$ cat src/rtl/alu_op_scheduler_pkg.sv
// Shared opcode, select and state definitions for the ALU operation scheduler.
package alu_sched_pkg;

  localparam logic [1:0] OP_MUL = 2'b00;
  localparam logic [1:0] OP_ADD = 2'b01;
  localparam logic [1:0] OP_DIV = 2'b10;
  localparam logic [1:0] OP_SUB = 2'b11;

  localparam logic [3:0] SEL_MUL = 4'b1000;
  localparam logic [3:0] SEL_ADD = 4'b0100;
  localparam logic [3:0] SEL_DIV = 4'b0010;
  localparam logic [3:0] SEL_SUB = 4'b0001;

  localparam logic [7:0] DIV0_RESULT = 8'hFF;

  typedef enum logic [2:0] {
    ST_IDLE,
    ST_EXEC1,
    ST_EXEC2,
    ST_CAP,
    ST_RESP
  } state_e;

  function automatic logic [3:0] op_to_sel(input logic [1:0] op);
    case (op)
      OP_MUL:  return SEL_MUL;
      OP_ADD:  return SEL_ADD;
      OP_DIV:  return SEL_DIV;
      default: return SEL_SUB;
    endcase
  endfunction

endpackage

$ cat src/rtl/alu_op_scheduler_rr_arbiter.sv
// Combinational round-robin pick: first asserted request at or after ptr.
module rr_arbiter #(
  parameter int unsigned NREQ = 4
) (
  input  logic [NREQ-1:0]         req,
  input  logic [$clog2(NREQ)-1:0] ptr,
  output logic [NREQ-1:0]         gnt
);

  localparam int unsigned IW = $clog2(NREQ);

  logic          found;
  logic [IW-1:0] idx;

  always_comb begin
    gnt   = '0;
    found = 1'b0;
    idx   = '0;
    for (int unsigned i = 0; i < NREQ; i++) begin
      idx = IW'((32'(ptr) + i) % NREQ);
      if (!found && req[idx]) begin
        gnt[idx] = 1'b1;
        found    = 1'b1;
      end
    end
  end

endmodule

$ cat src/rtl/alu_op_scheduler.sv
// Shares a two-stage registered ALU among NREQ requesters; one operation in flight,
// ALU inputs held at zero outside the two execute cycles.
module alu_op_scheduler
  import alu_sched_pkg::*;
#(
  parameter int unsigned NREQ = 4,
  parameter int unsigned W    = 4,
  parameter int unsigned OW   = 8
) (
  input  logic                    clk,
  input  logic                    rst,
  input  logic [NREQ-1:0]         req,
  input  logic [2*NREQ-1:0]       req_op,
  input  logic [W*NREQ-1:0]       req_a,
  input  logic [W*NREQ-1:0]       req_b,
  output logic [NREQ-1:0]         gnt,
  output logic [W-1:0]            alu_a,
  output logic [W-1:0]            alu_b,
  output logic [3:0]              alu_sel,
  input  logic [OW-1:0]           alu_out,
  output logic                    rsp_valid,
  input  logic                    rsp_ready,
  output logic [$clog2(NREQ)-1:0] rsp_id,
  output logic [OW-1:0]           rsp_data,
  output logic                    rsp_err
);

  localparam int unsigned IW = $clog2(NREQ);

  state_e        state_q, state_d;
  logic [IW-1:0] ptr_q, ptr_d;
  logic [IW-1:0] id_q, id_d;
  logic [W-1:0]  alu_a_q, alu_a_d;
  logic [W-1:0]  alu_b_q, alu_b_d;
  logic [3:0]    alu_sel_q, alu_sel_d;
  logic          rsp_valid_q, rsp_valid_d;
  logic [OW-1:0] rsp_data_q, rsp_data_d;
  logic          rsp_err_q, rsp_err_d;

  logic [NREQ-1:0] pick;
  logic [IW-1:0]   pick_idx;
  logic [1:0]      pick_op;
  logic [W-1:0]    pick_a;
  logic [W-1:0]    pick_b;

  rr_arbiter #(.NREQ(NREQ)) u_arb (
    .req (req),
    .ptr (ptr_q),
    .gnt (pick)
  );

  always_comb begin
    pick_idx = '0;
    pick_op  = '0;
    pick_a   = '0;
    pick_b   = '0;
    for (int unsigned i = 0; i < NREQ; i++) begin
      if (pick[i]) begin
        pick_idx = IW'(i);
        pick_op  = req_op[2*i +: 2];
        pick_a   = req_a[W*i +: W];
        pick_b   = req_b[W*i +: W];
      end
    end
  end

  always_comb begin
    state_d     = state_q;
    ptr_d       = ptr_q;
    id_d        = id_q;
    alu_a_d     = alu_a_q;
    alu_b_d     = alu_b_q;
    alu_sel_d   = alu_sel_q;
    rsp_valid_d = rsp_valid_q;
    rsp_data_d  = rsp_data_q;
    rsp_err_d   = rsp_err_q;
    gnt         = '0;
    case (state_q)
      ST_IDLE: begin
        // gnt is combinational, so it is masked while reset is held.
        if (|pick && rst) begin
          gnt   = pick;
          id_d  = pick_idx;
          ptr_d = (pick_idx == IW'(NREQ - 1)) ? '0 : pick_idx + IW'(1);
          if (pick_op == OP_DIV && pick_b == '0) begin
            state_d     = ST_RESP;
            rsp_valid_d = 1'b1;
            rsp_err_d   = 1'b1;
            rsp_data_d  = OW'(DIV0_RESULT);
          end else begin
            state_d   = ST_EXEC1;
            rsp_err_d = 1'b0;
            alu_sel_d = op_to_sel(pick_op);
            alu_a_d   = pick_a;
            alu_b_d   = pick_b;
          end
        end
      end
      ST_EXEC1: state_d = ST_EXEC2;
      ST_EXEC2: begin
        state_d   = ST_CAP;
        alu_sel_d = '0;
        alu_a_d   = '0;
        alu_b_d   = '0;
      end
      ST_CAP: begin
        state_d     = ST_RESP;
        rsp_data_d  = alu_out;
        rsp_valid_d = 1'b1;
      end
      ST_RESP: begin
        if (rsp_ready) begin
          state_d     = ST_IDLE;
          rsp_valid_d = 1'b0;
        end
      end
      default: state_d = ST_IDLE;
    endcase
  end

  always_ff @(posedge clk or negedge rst) begin
    if (!rst) begin
      state_q     <= ST_IDLE;
      ptr_q       <= '0;
      id_q        <= '0;
      alu_a_q     <= '0;
      alu_b_q     <= '0;
      alu_sel_q   <= '0;
      rsp_valid_q <= 1'b0;
      rsp_data_q  <= '0;
      rsp_err_q   <= 1'b0;
    end else begin
      state_q     <= state_d;
      ptr_q       <= ptr_d;
      id_q        <= id_d;
      alu_a_q     <= alu_a_d;
      alu_b_q     <= alu_b_d;
      alu_sel_q   <= alu_sel_d;
      rsp_valid_q <= rsp_valid_d;
      rsp_data_q  <= rsp_data_d;
      rsp_err_q   <= rsp_err_d;
    end
  end

  assign alu_a     = alu_a_q;
  assign alu_b     = alu_b_q;
  assign alu_sel   = alu_sel_q;
  assign rsp_valid = rsp_valid_q;
  assign rsp_id    = id_q;
  assign rsp_data  = rsp_data_q;
  assign rsp_err   = rsp_err_q;

endmodule

$ cat config.mk
export PLATFORM = sky130hd
export DESIGN_NAME = alu_op_scheduler
export DESIGN_NICKNAME = d
export VERILOG_FILES = /design/src/rtl/alu_op_scheduler_pkg.sv /design/src/rtl/alu_op_scheduler_rr_arbiter.sv /design/src/rtl/alu_op_scheduler.sv
export SDC_FILE = /design/constraint.sdc
export NUM_CORES = 1
export LEC_CHECK = 0
export ABC_CLOCK_PERIOD_IN_PS = 3750
export BUFFER_PORTS_ARGS = -buffer_cell sky130_fd_sc_hd__buf_2
export CAP_MARGIN = 25
export CELL_PAD_IN_SITES_DETAIL_PLACEMENT = 1
export CELL_PAD_IN_SITES_GLOBAL_PLACEMENT = 1
export CORE_UTILIZATION = 32
export CTS_CLUSTER_SIZE = 28
export DETAILED_ROUTE_END_ITERATION = 16
export PLACE_DENSITY = 0.76
export SLEW_MARGIN = 15
export SYNTH_ARGS = -nofsm -noshare
export SYNTH_HDL_FRONTEND = slang
export SYNTH_SLANG_ARGS = --single-unit
$ cat constraint.sdc
create_clock -name clk -period 3.75 [get_ports clk]
set_clock_uncertainty 0.2 [all_clocks]
set_input_delay 0.375 -clock clk [delete_from_list [all_inputs] [get_ports clk]]
set_output_delay 0.375 -clock clk [all_outputs]
set_load 0.02 [all_outputs]
==> results of run 1 <==
cell type report:
type,count,area (um2)
clock buffer,6,72.6
sequential,29,726
tap,80,100
timing repair buffer,104,603
inverter,9,33.8
clock inverter,2,10.0
multi-input combinational,209,1440
fill,860,3770
cells in the mapped netlist, types with 3 or more instances:
library cell,instances,share of area [%]
a21oi_1,16,3.6
a31oi_1,4,1.1
a311oi_1,5,2.0
buf_2,5,1.1
a31o_1,3,1.2
buf_6,3,1.5
nand2_1,48,8.1
clkbuf_1,3,0.51
ha_1,8,4.5
nand3_1,15,3.4
a21o_1,7,2.4
mux4_2,3,3.0
buf_1,3,0.51
o31ai_1,4,1.3
nor2_1,22,3.7
o22ai_1,3,0.84
a221oi_1,4,1.6
nor3_1,6,1.3
mux2i_1,9,4.0
nand2b_1,3,0.84
inv_1,9,1.5
dfrtp_1,29,33
o21ai_0,12,2.7
through the flow:
stage	setup slack [ns]	utilization (%)
final	0.105	44.1
after global routing	-0.0466	44.1
after global placement	0.118	41.3
after CTS	0.0461	42.7
after detailed placement	-0.0454	41.3
after floorplan	0.176	-
registers in the layout, summed over array words and instances, names as in the netlist:
name and count:
rsp_id 2, ptr_q 2, rsp_data 8, alu_b 4
state_q 3, alu_a 4, alu_sel 4, rsp_valid 1
rsp_err 1
per-layer routing:
layer | part of all wire [%] | global-route usage (%) | up-vias
met5 | 0 | 0 | -
met4 | 1.2 | 4.09 | 0
met3 | 4.2 | 3.60 | 9
met2 | 47 | 33.4 | 68
met1 | 47 | 27.2 | 1210
li1 | - | - | 1149
worst max-delay path by stage:
stage / slack, ns / startpoint / depth (start not counted) / end
floorplan: 0.18 / ptr_q[0] / 13 / alu_b[2]
global placement: 0.12 / ptr_q[1] / 13 / alu_a[1]
detailed placement: -0.05 / ptr_q[1] / 13 / alu_a[2]
CTS: 0.05 / ptr_q[1] / 13 / alu_a[2]
global route: -0.05 / ptr_q[1] / 12 / alu_a[2]
finish: 0.10 / ptr_q[1] / 12 / alu_a[2]
power groups by stage:
stage	clock [uW]	sequential, uW	combinational (uW)
CTS	249	523	2250
global placement	0	522	2180
floorplan	0	644	1430
finish	240	523	2450
global route	262	537	2660
detailed placement	0	523	2230
what timing repair did:
action                                 CTS  global route
pin swaps                                0             4
buffers inserted                         0             5
gates resized for setup                  1             9
setup endpoints to repair                4            15
gates cloned                             0             1
endpoints found under the hold margin   29             0
hold buffers                             1             0
critical path: stages, from the launching register on:
cell	delay [ns]
dfrtp_1	0.34
inv_1	0.08
ha_1	0.42
mux2i_2	0.36
o22ai_1	0.19
a2111oi_4	0.46
o31ai_1	0.13
a311oi_1	0.39
o221a_1	0.29
a21o_1	0.17
a21o_2	0.20
buf_4	0.16
mux2i_1	0.19
cells by family after synthesis:
logic type,share of synthesized area [%]
adders and majority gates,4.50
xor gates and xnor gates,0.394
AOI/OAI and AO/OA,25.4
buffers and inverters,5.51
and+or+nand+nor,22.7
muxes,8.89
DFF,32.6
==> impl_metrics.json, run 1 <==
{
  "status": "finished, final reports clean",
  "clock_latency_ns": 0.27,
  "tightest_slew_ns": 0.479,
  "min_from": "alu_out[3]",
  "finalCritPeriodShare_pct": 97.2,
  "layout.nets": 421,
  "ff2ff_path_depth": 12,
  "start_util_pct": 32.9,
  "yosysUniqueCellTypes": 52,
  "switching_share_pct": 51.0,
  "endpoint_kind": "register",
  "hold_ws_ns": 0.114,
  "final_cell_mix": "buf_2 (82), nand2_1 (48), dfrtp_1 (29)",
  "numCtsBuffers": 5,
  "rows": 30,
  "powerDensity_mw_per_mm2": 1080,
  "drt_iter0_markers": 100,
  "finalPower_uw": 3210,
  "final_common_cell": "buf_2",
  "drt_pass1_iterations": 4,
  "drc": 0,
  "detail_route.wl_per_cell_um": 17.1,
  "hold_path_end": "rsp_data[3]",
  "synth_area_mm2": 0.00222,
  "drive_above_1_share_pct": 37.3,
  "fin_crit_ns": 3.65,
  "min_path_cells": 3,
  "crit_type": "reg -> reg",
  "setup_viol": 0,
  "port_buffers": 82,
  "maxSlewHeadroom_pct": 68.0,
  "dp.cells": 424,
  "fp.dieH_um": 85.4,
  "die_x_um": 85.4,
  "io_pins": 83,
  "cp_max_fo": 5,
  "finalMaxSlewViolations": 0,
  "track_usage_pct": 20.0,
  "grt_max_degree": 30,
  "htree_num_levels": 2,
  "syn_nets": 324,
  "grt_first_pass_wirelength_mm": 11.6,
  "p_leak_uw": 0.00149,
  "fmax_mhz": 274,
  "combPwrFrac_pct": 76.2,
  "p_clk_share_pct": 7.5,
  "cts_tree": "yes",
  "irDropWorstVdd_mv": 0.410,
  "avgSynthCellArea_um2": 8.52,
  "synth_seq_cells": 29,
  "start_kind": "register",
  "worstPathArrival_ns": 3.64,
  "gp_congestion": 0.856,
  "clk_pin_slew_ns": 0.06,
  "synth_ff_type": "dfrtp_1",
  "diodes": 0,
  "grt_overflow": 0,
  "ant_nets": 0,
  "rrSetupSlack_ns": 0.10,
  "ys_warn_count": 0,
  "dp_hpwl_mm": 5.66,
  "hold_viol": 0,
  "synthToLayoutAreaGrowth_pct": 34.0,
  "die_area_mm2": 0.00729,
  "dr_total_vias": 2436,
  "cts.sinks": 29,
  "core-area_mm2": 0.00676,
  "antenna_found_initial": 0,
  "r2r-end": "alu_a[2]",
  "hold_class": "in -> reg",
  "wl_mm": 7.50,
  "synthArstFlopShare_pct": 100,
  "drv_cap": 0,
  "seq_area_frac_synth_pct": 32.6,
  "crit_required_ns": 3.75,
  "postLayoutCellArea_mm2": 0.00298,
  "p_sw_uw": 1640,
  "p_seq_share_pct": 16.3,
  "fin_tns_setup_ns": 0,
  "root_buffer": "clkbuf_8",
  "fin_cells": 439,
  "intPower_uw": 1570,
  "cts_buffer_depth": 2,
  "synth_edf_count": 0,
  "dpl_cell_area_mm2": 0.00279,
  "r2r_start": "ptr_q[1]",
  "grt_pass1_vias": 2357,
  "syn-instance-count": 261,
  "viasPerCell": 5.55
}
Note: power is estimated with default switching activity, not from simulation.
==> inputs of run 2 (changes only) <==
Settings changed: ABC_AREA set to 1, CORE_UTILIZATION 32 to 31, MAX_ROUTING_LAYER set to met4, PLACE_DENSITY 0.76 to 0.77, SKIP_LAST_GASP set to 1.
==> impl_metrics.json, run 2 <==
{
  "ys_warn_count": 0,
  "fmax_mhz": 295,
  "synth_seq_cells": 29,
  "hold_viol": 0,
  "p_leak_uw": 0.00153,
  "syn-instance-count": 309,
  "fillers": 925,
  "viasPerCell": 4.66,
  "detail_route.wl_per_cell_um": 12.9,
  "finalMaxSlewViolations": 0,
  "cts_tree": "yes",
  "hold_class": "in -> reg",
  "final_common_cell": "nand2_1",
  "fin_crit_ns": 3.39,
  "setup_viol": 0,
  "rows": 30,
  "fin_tns_setup_ns": 0,
  "cp_max_fo": 13,
  "clock_latency_ns": 0.28,
  "die_x_um": 86.4,
  "port_buffers": 82,
  "ant_nets": 0,
  "start_util_pct": 32.3,
  "worstPathArrival_ns": 2.81,
  "synth_area_mm2": 0.00221,
  "yosys-top-cells-area": "dfrtp_1 (33%), nand2_1 (15%), nand3_1 (11%)",
  "slowest_stage": "dfrtp_2",
  "endpoint_kind": "output pin",
  "rsz0062_at_grt": "no",
  "start_kind": "register",
  "syn_nets": 372,
  "layout.nets": 455,
  "finalPower_uw": 3210,
  "synth_edf_count": 0,
  "yosysUniqueCellTypes": 31,
  "drt_pass1_iterations": 4,
  "fp.dieH_um": 86.4,
  "seq_area_frac_synth_pct": 32.9,
  "cts_buffer_depth": 2,
  "regArea_um2": 728,
  "synth_ff_type": "dfrtp_1",
  "track_usage_pct": 18.5,
  "crit_type": "reg -> out",
  "final_cell_mix": "nand2_1 (88), buf_2 (82), nand3_1 (47)",
  "grt_pass1_vias": 2355,
  "io_pins": 83,
  "grt_overflow": 0,
  "status": "finished, final reports clean",
  "wl_mm": 6.33,
  "diodes": 0,
  "synthDominantCellAreaShare_pct": 32.9,
  "crit_chain": "inv_2 -> ha_1 -> inv_1 -> nand3_1 -> nand2_1 -> nand2_4 -> nor2_4 -> nand2_1 -> nand3_2 -> inv_2 -> nand3_1 -> nand3_4 -> nor2_1 -> buf_2",
  "synthArstFlopShare_pct": 100,
  "drc": 0,
  "drv_cap": 0,
  "core-area_mm2": 0.00683,
  "antenna_found_initial": 0,
  "root_buffer": "clkbuf_8",
  "drive_above_1_share_pct": 35.4,
  "synthTopCellsByCount": "nand2_1 (88), nand3_1 (47), dfrtp_1 (29)",
  "crit_required_ns": 3.17,
  "numCtsBuffers": 5,
  "drt_iter0_markers": 72,
  "dp_hpwl_mm": 5.00,
  "clk_pin_slew_ns": 0.07,
  "cts.sinks": 29,
  "critPathMaxStageDelay_ns": 0.47,
  "dr_total_vias": 2277,
  "synthToLayoutAreaGrowth_pct": 26.1,
  "multi_input_area_mm2": 0.00131,
  "largest_reg_flops": 8,
  "powerDensity_mw_per_mm2": 1150,
  "yosys.cell_count.top_type": "nand2_1",
  "avgSynthCellArea_um2": 7.15,
  "gp_congestion": 0.772,
  "yosysTopAreaCell": "dfrtp_1",
  "irDropWorstVdd_mv": 0.286,
  "htree_num_levels": 2,
  "tightest_slew_ns": 0.732,
  "grt_max_degree": 32,
  "finalCritPeriodShare_pct": 90.4,
  "grt_first_pass_wirelength_mm": 10.8,
  "maxSlewHeadroom_pct": 50.8,
  "die_area_mm2": 0.00746
}
[run 2: critical path, delay by kind of cell, from the launching register on]
kind | cells | cell delay [ns]
buf+inv | 4 | 0.55
fa+ha+maj | 1 | 0.36
flops | 1 | 0.47
simple gates | 9 | 1.16
[run 2: repair_timing]
action,in CTS,in global routing
hold buffers,1,0
endpoints found under the setup margin,0,27
gates resized for setup,0,4
endpoints found under the hold margin,29,0
setup buffers,0,1
[run 2: report_power, final]
part / switching (uW) / internal [uW]
Sequential: 103 / 462
Clock: 119 / 128
Combinational: 1620 / 773
Total: 1840 / 1360
[run 2: logic make-up (layout without fill, tap and decap cells)]
family	Yosys count	in the layout	share of synthesized area [%]
AND/OR/NAND/NOR	189	189	42.3
flip-flops	29	29	32.9
buffers and inverters	39	123	8.55
adder cells (fa/ha/maj)	8	8	4.53
AO/OA/AOI/OAI	44	44	11.8
[run 2: routing by layer]
metal	up-vias	wire length [um]	global-route usage, %
met1	1041	3040	24.5
met5	-	0	-
met2	60	2920	29.6
li1	1174	-	-
met3	2	348	3.81
met4	0	18	3.33
[run 2: final cells by class]
| cell class | count | share of cell area, % |
|---|---|---|
| clock inverters | 2 | 0.359 |
| flip-flops and latches | 29 | 26.1 |
| multi-input cells | 241 | 47.0 |
| clock buffers | 6 | 2.61 |
| well taps | 96 | 4.31 |
| inverters | 31 | 4.18 |
| repair buffers | 84 | 15.4 |
[run 2: per-stage QoR]
stage	cell area, um2	utilization, %	worst slack (ns)	hold WS, ns	instances
final	2790	40.8	0.361	0.0973	489
after global routing	2790	40.8	0.0180	0.106	489
after CTS	2760	40.4	0.114	0.0945	488
after detailed placement	2670	39.0	0.122	0.261	479
after global placement	2670	39.0	0.258	0.255	479
after floorplan	2210	-	0.823	-0.121	309
[run 2: final timing paths]
kind / to / slack [ns] / cells past startpoint / startpoint
setup / recovery: gnt[0] / 0.36 / 14 / ptr_q[0]
hold / removal: state_q[2] / 0.1 / 2 / rsp_ready
setup reg to reg: state_q[2] / 0.39 / 20 / ptr_q[0]
hold reg to reg: alu_a[3] / 0.28 / 2 / alu_a[3]
max in group asynchronous: ptr_q[0] / 2.34 / 2 / rst
min in group asynchronous: alu_a[0] / 0.50 / 2 / rst
==> inputs of run 3 (changes only) <==
Settings changed: PLACE_DENSITY 0.77 to not set, PLACE_DENSITY_LB_ADDON set to 0.1.
==> impl_metrics.json, run 3 (synthesis results as in run 2) <==
{
  "powerDensity_mw_per_mm2": 1160,
  "clk_pin_slew_ns": 0.06,
  "drive_above_1_share_pct": 35.1,
  "grt_overflow": 0,
  "slowest_stage": "dfrtp_1",
  "rsz0062_at_grt": "yes",
  "postLayoutCellArea_mm2": 0.00280,
  "numCtsBuffers": 5,
  "fmax_mhz": 288,
  "ant_nets": 0,
  "dpl_cell_area_mm2": 0.00267,
  "top_layer": "met3",
  "routed-wl-met3_um": 416,
  "drt_pass1_iterations": 4,
  "synthToLayoutAreaGrowth_pct": 26.6,
  "setup_viol": 0,
  "start_kind": "register",
  "drc": 0,
  "dr_total_vias": 2279,
  "fillers": 931,
  "status": "finished, final reports clean",
  "cts.sinks": 29,
  "p_leak_uw": 0.00153,
  "track_usage_pct": 19.1,
  "grt_max_degree": 28,
  "wl_mm": 6.57,
  "route.met2.wl_mm": 3.07,
  "detail_route.wl_per_cell_um": 13.4,
  "wl_met1_mm": 3.09,
  "die_area_mm2": 0.00746,
  "io_pins": 83,
  "cp_max_fo": 13,
  "fin_crit_ns": 3.47,
  "utilization_pct": 40.9,
  "maxSlewHeadroom_pct": 56.5,
  "grt_first_pass_wirelength_mm": 11.0,
  "htree_num_levels": 2,
  "crit_required_ns": 3.17,
  "finalCritPeriodShare_pct": 92.6,
  "final_cell_mix": "nand2_1 (88), buf_2 (82), nand3_1 (47)",
  "endpoint_kind": "output pin",
  "fp.dieH_um": 86.4,
  "root_buffer": "clkbuf_8",
  "core-area_mm2": 0.00683,
  "clock_latency_ns": 0.28,
  "final_common_cell": "nand2_1",
  "crit_type": "reg -> out",
  "tightest_slew_ns": 0.648,
  "gp_congestion": 0.833,
  "drt_iter0_markers": 56,
  "grt_pass1_vias": 2350,
  "hold_viol": 0,
  "cts_tree": "yes",
  "antenna_found_initial": 0,
  "largest_reg_flops": 8,
  "layout.nets": 456,
  "critPathMaxStageDelay_ns": 0.48,
  "port_buffers": 82,
  "worstPathArrival_ns": 2.90,
  "irDropWorstVdd_mv": 0.328,
  "crit_chain": "inv_1 -> ha_1 -> inv_1 -> nand3_1 -> nand2_1 -> nand2_4 -> nor2_4 -> nand2_1 -> nand3_4 -> inv_2 -> nand3_1 -> nand3_2 -> nor2_1 -> buf_2",
  "diodes": 0,
  "rows": 30,
  "hold_class": "in -> reg",
  "cts_buffer_depth": 2,
  "die_x_um": 86.4,
  "finalPower_uw": 3230,
  "fin_tns_setup_ns": 0,
  "drv_cap": 0,
  "dp_hpwl_mm": 5.10,
  "viasPerCell": 4.66,
  "start_util_pct": 32.3,
  "finalMaxSlewViolations": 0
}
==> run 3: cell types whose count changed in the layout (fill, tap and decap cells not counted) <==
cell | previous run | this run
clkinv_2 | 2 | 0
buf_4 | 1 | 2
clkbuf_8 | 5 | 6
dfrtp_1 | 27 | 28
dfrtp_2 | 2 | 1
==> run 3: worst max-delay path: cells and delay by family (launching register included) <==
family / cells / cell delay [ns]
simple gates: 9 / 1.19
buf+inv: 4 / 0.60
flops: 1 / 0.48
fa+ha+maj: 1 / 0.36
==> run 3: cell type report <==
class	instances	area, um2	area share (%)
Multi-Input combinational cell	241	1310	46.9
Sequential cell	29	727	26.0
Clock buffer	7	86.3	3.09
Tap cell	96	120	4.30
Timing Repair Buffer	85	435	15.6
Inverter	31	116	4.16
==> run 3: worst paths after layout <==
path | slack [ns] | cells past startpoint | start | end
max in group asynchronous | 2.50 | 3 | rst | ptr_q[0]
min in group asynchronous | 0.25 | 2 | rst | ptr_q[1]
min | 0.11 | 2 | rsp_ready | state_q[2]
max reg2reg | 0.38 | 20 | ptr_q[1] | state_q[2]
max | 0.28 | 14 | ptr_q[1] | gnt[0]
min reg2reg | 0.28 | 2 | alu_b[1] | alu_b[1]
==> run 3: report_power, final <==
| group | internal [uW] | switching, uW |
|---|---|---|
| Combinational | 776 | 1630 |
| Sequential | 461 | 102 |
| Clock | 145 | 113 |
==> run 3: stage by stage <==
stage               hold WS, ns  worst slack, ns  cells
floorplan                -0.121            0.823    309
detailed placement     0.000934            0.131    480
finish                    0.109            0.278    489
global placement        0.00207            0.215    480
CTS                      0.0938           0.0445    488
global route              0.130         0.000287    489
==> run 3: per-layer routing <==
layer | global-route usage, % | vias to the layer above
li1 | - | 1171
met1 | 24.7 | 1038
met2 | 31.1 | 70
met3 | 4.86 | 0
met4 | 2.42 | 0
met5 | - | -
==> run 3: what timing repair did <==
action,in CTS,in global routing
hold endpoints to repair,2,0
gates resized for setup,0,3
hold buffers,1,0
setup endpoints to repair,0,27
setup buffers,0,1
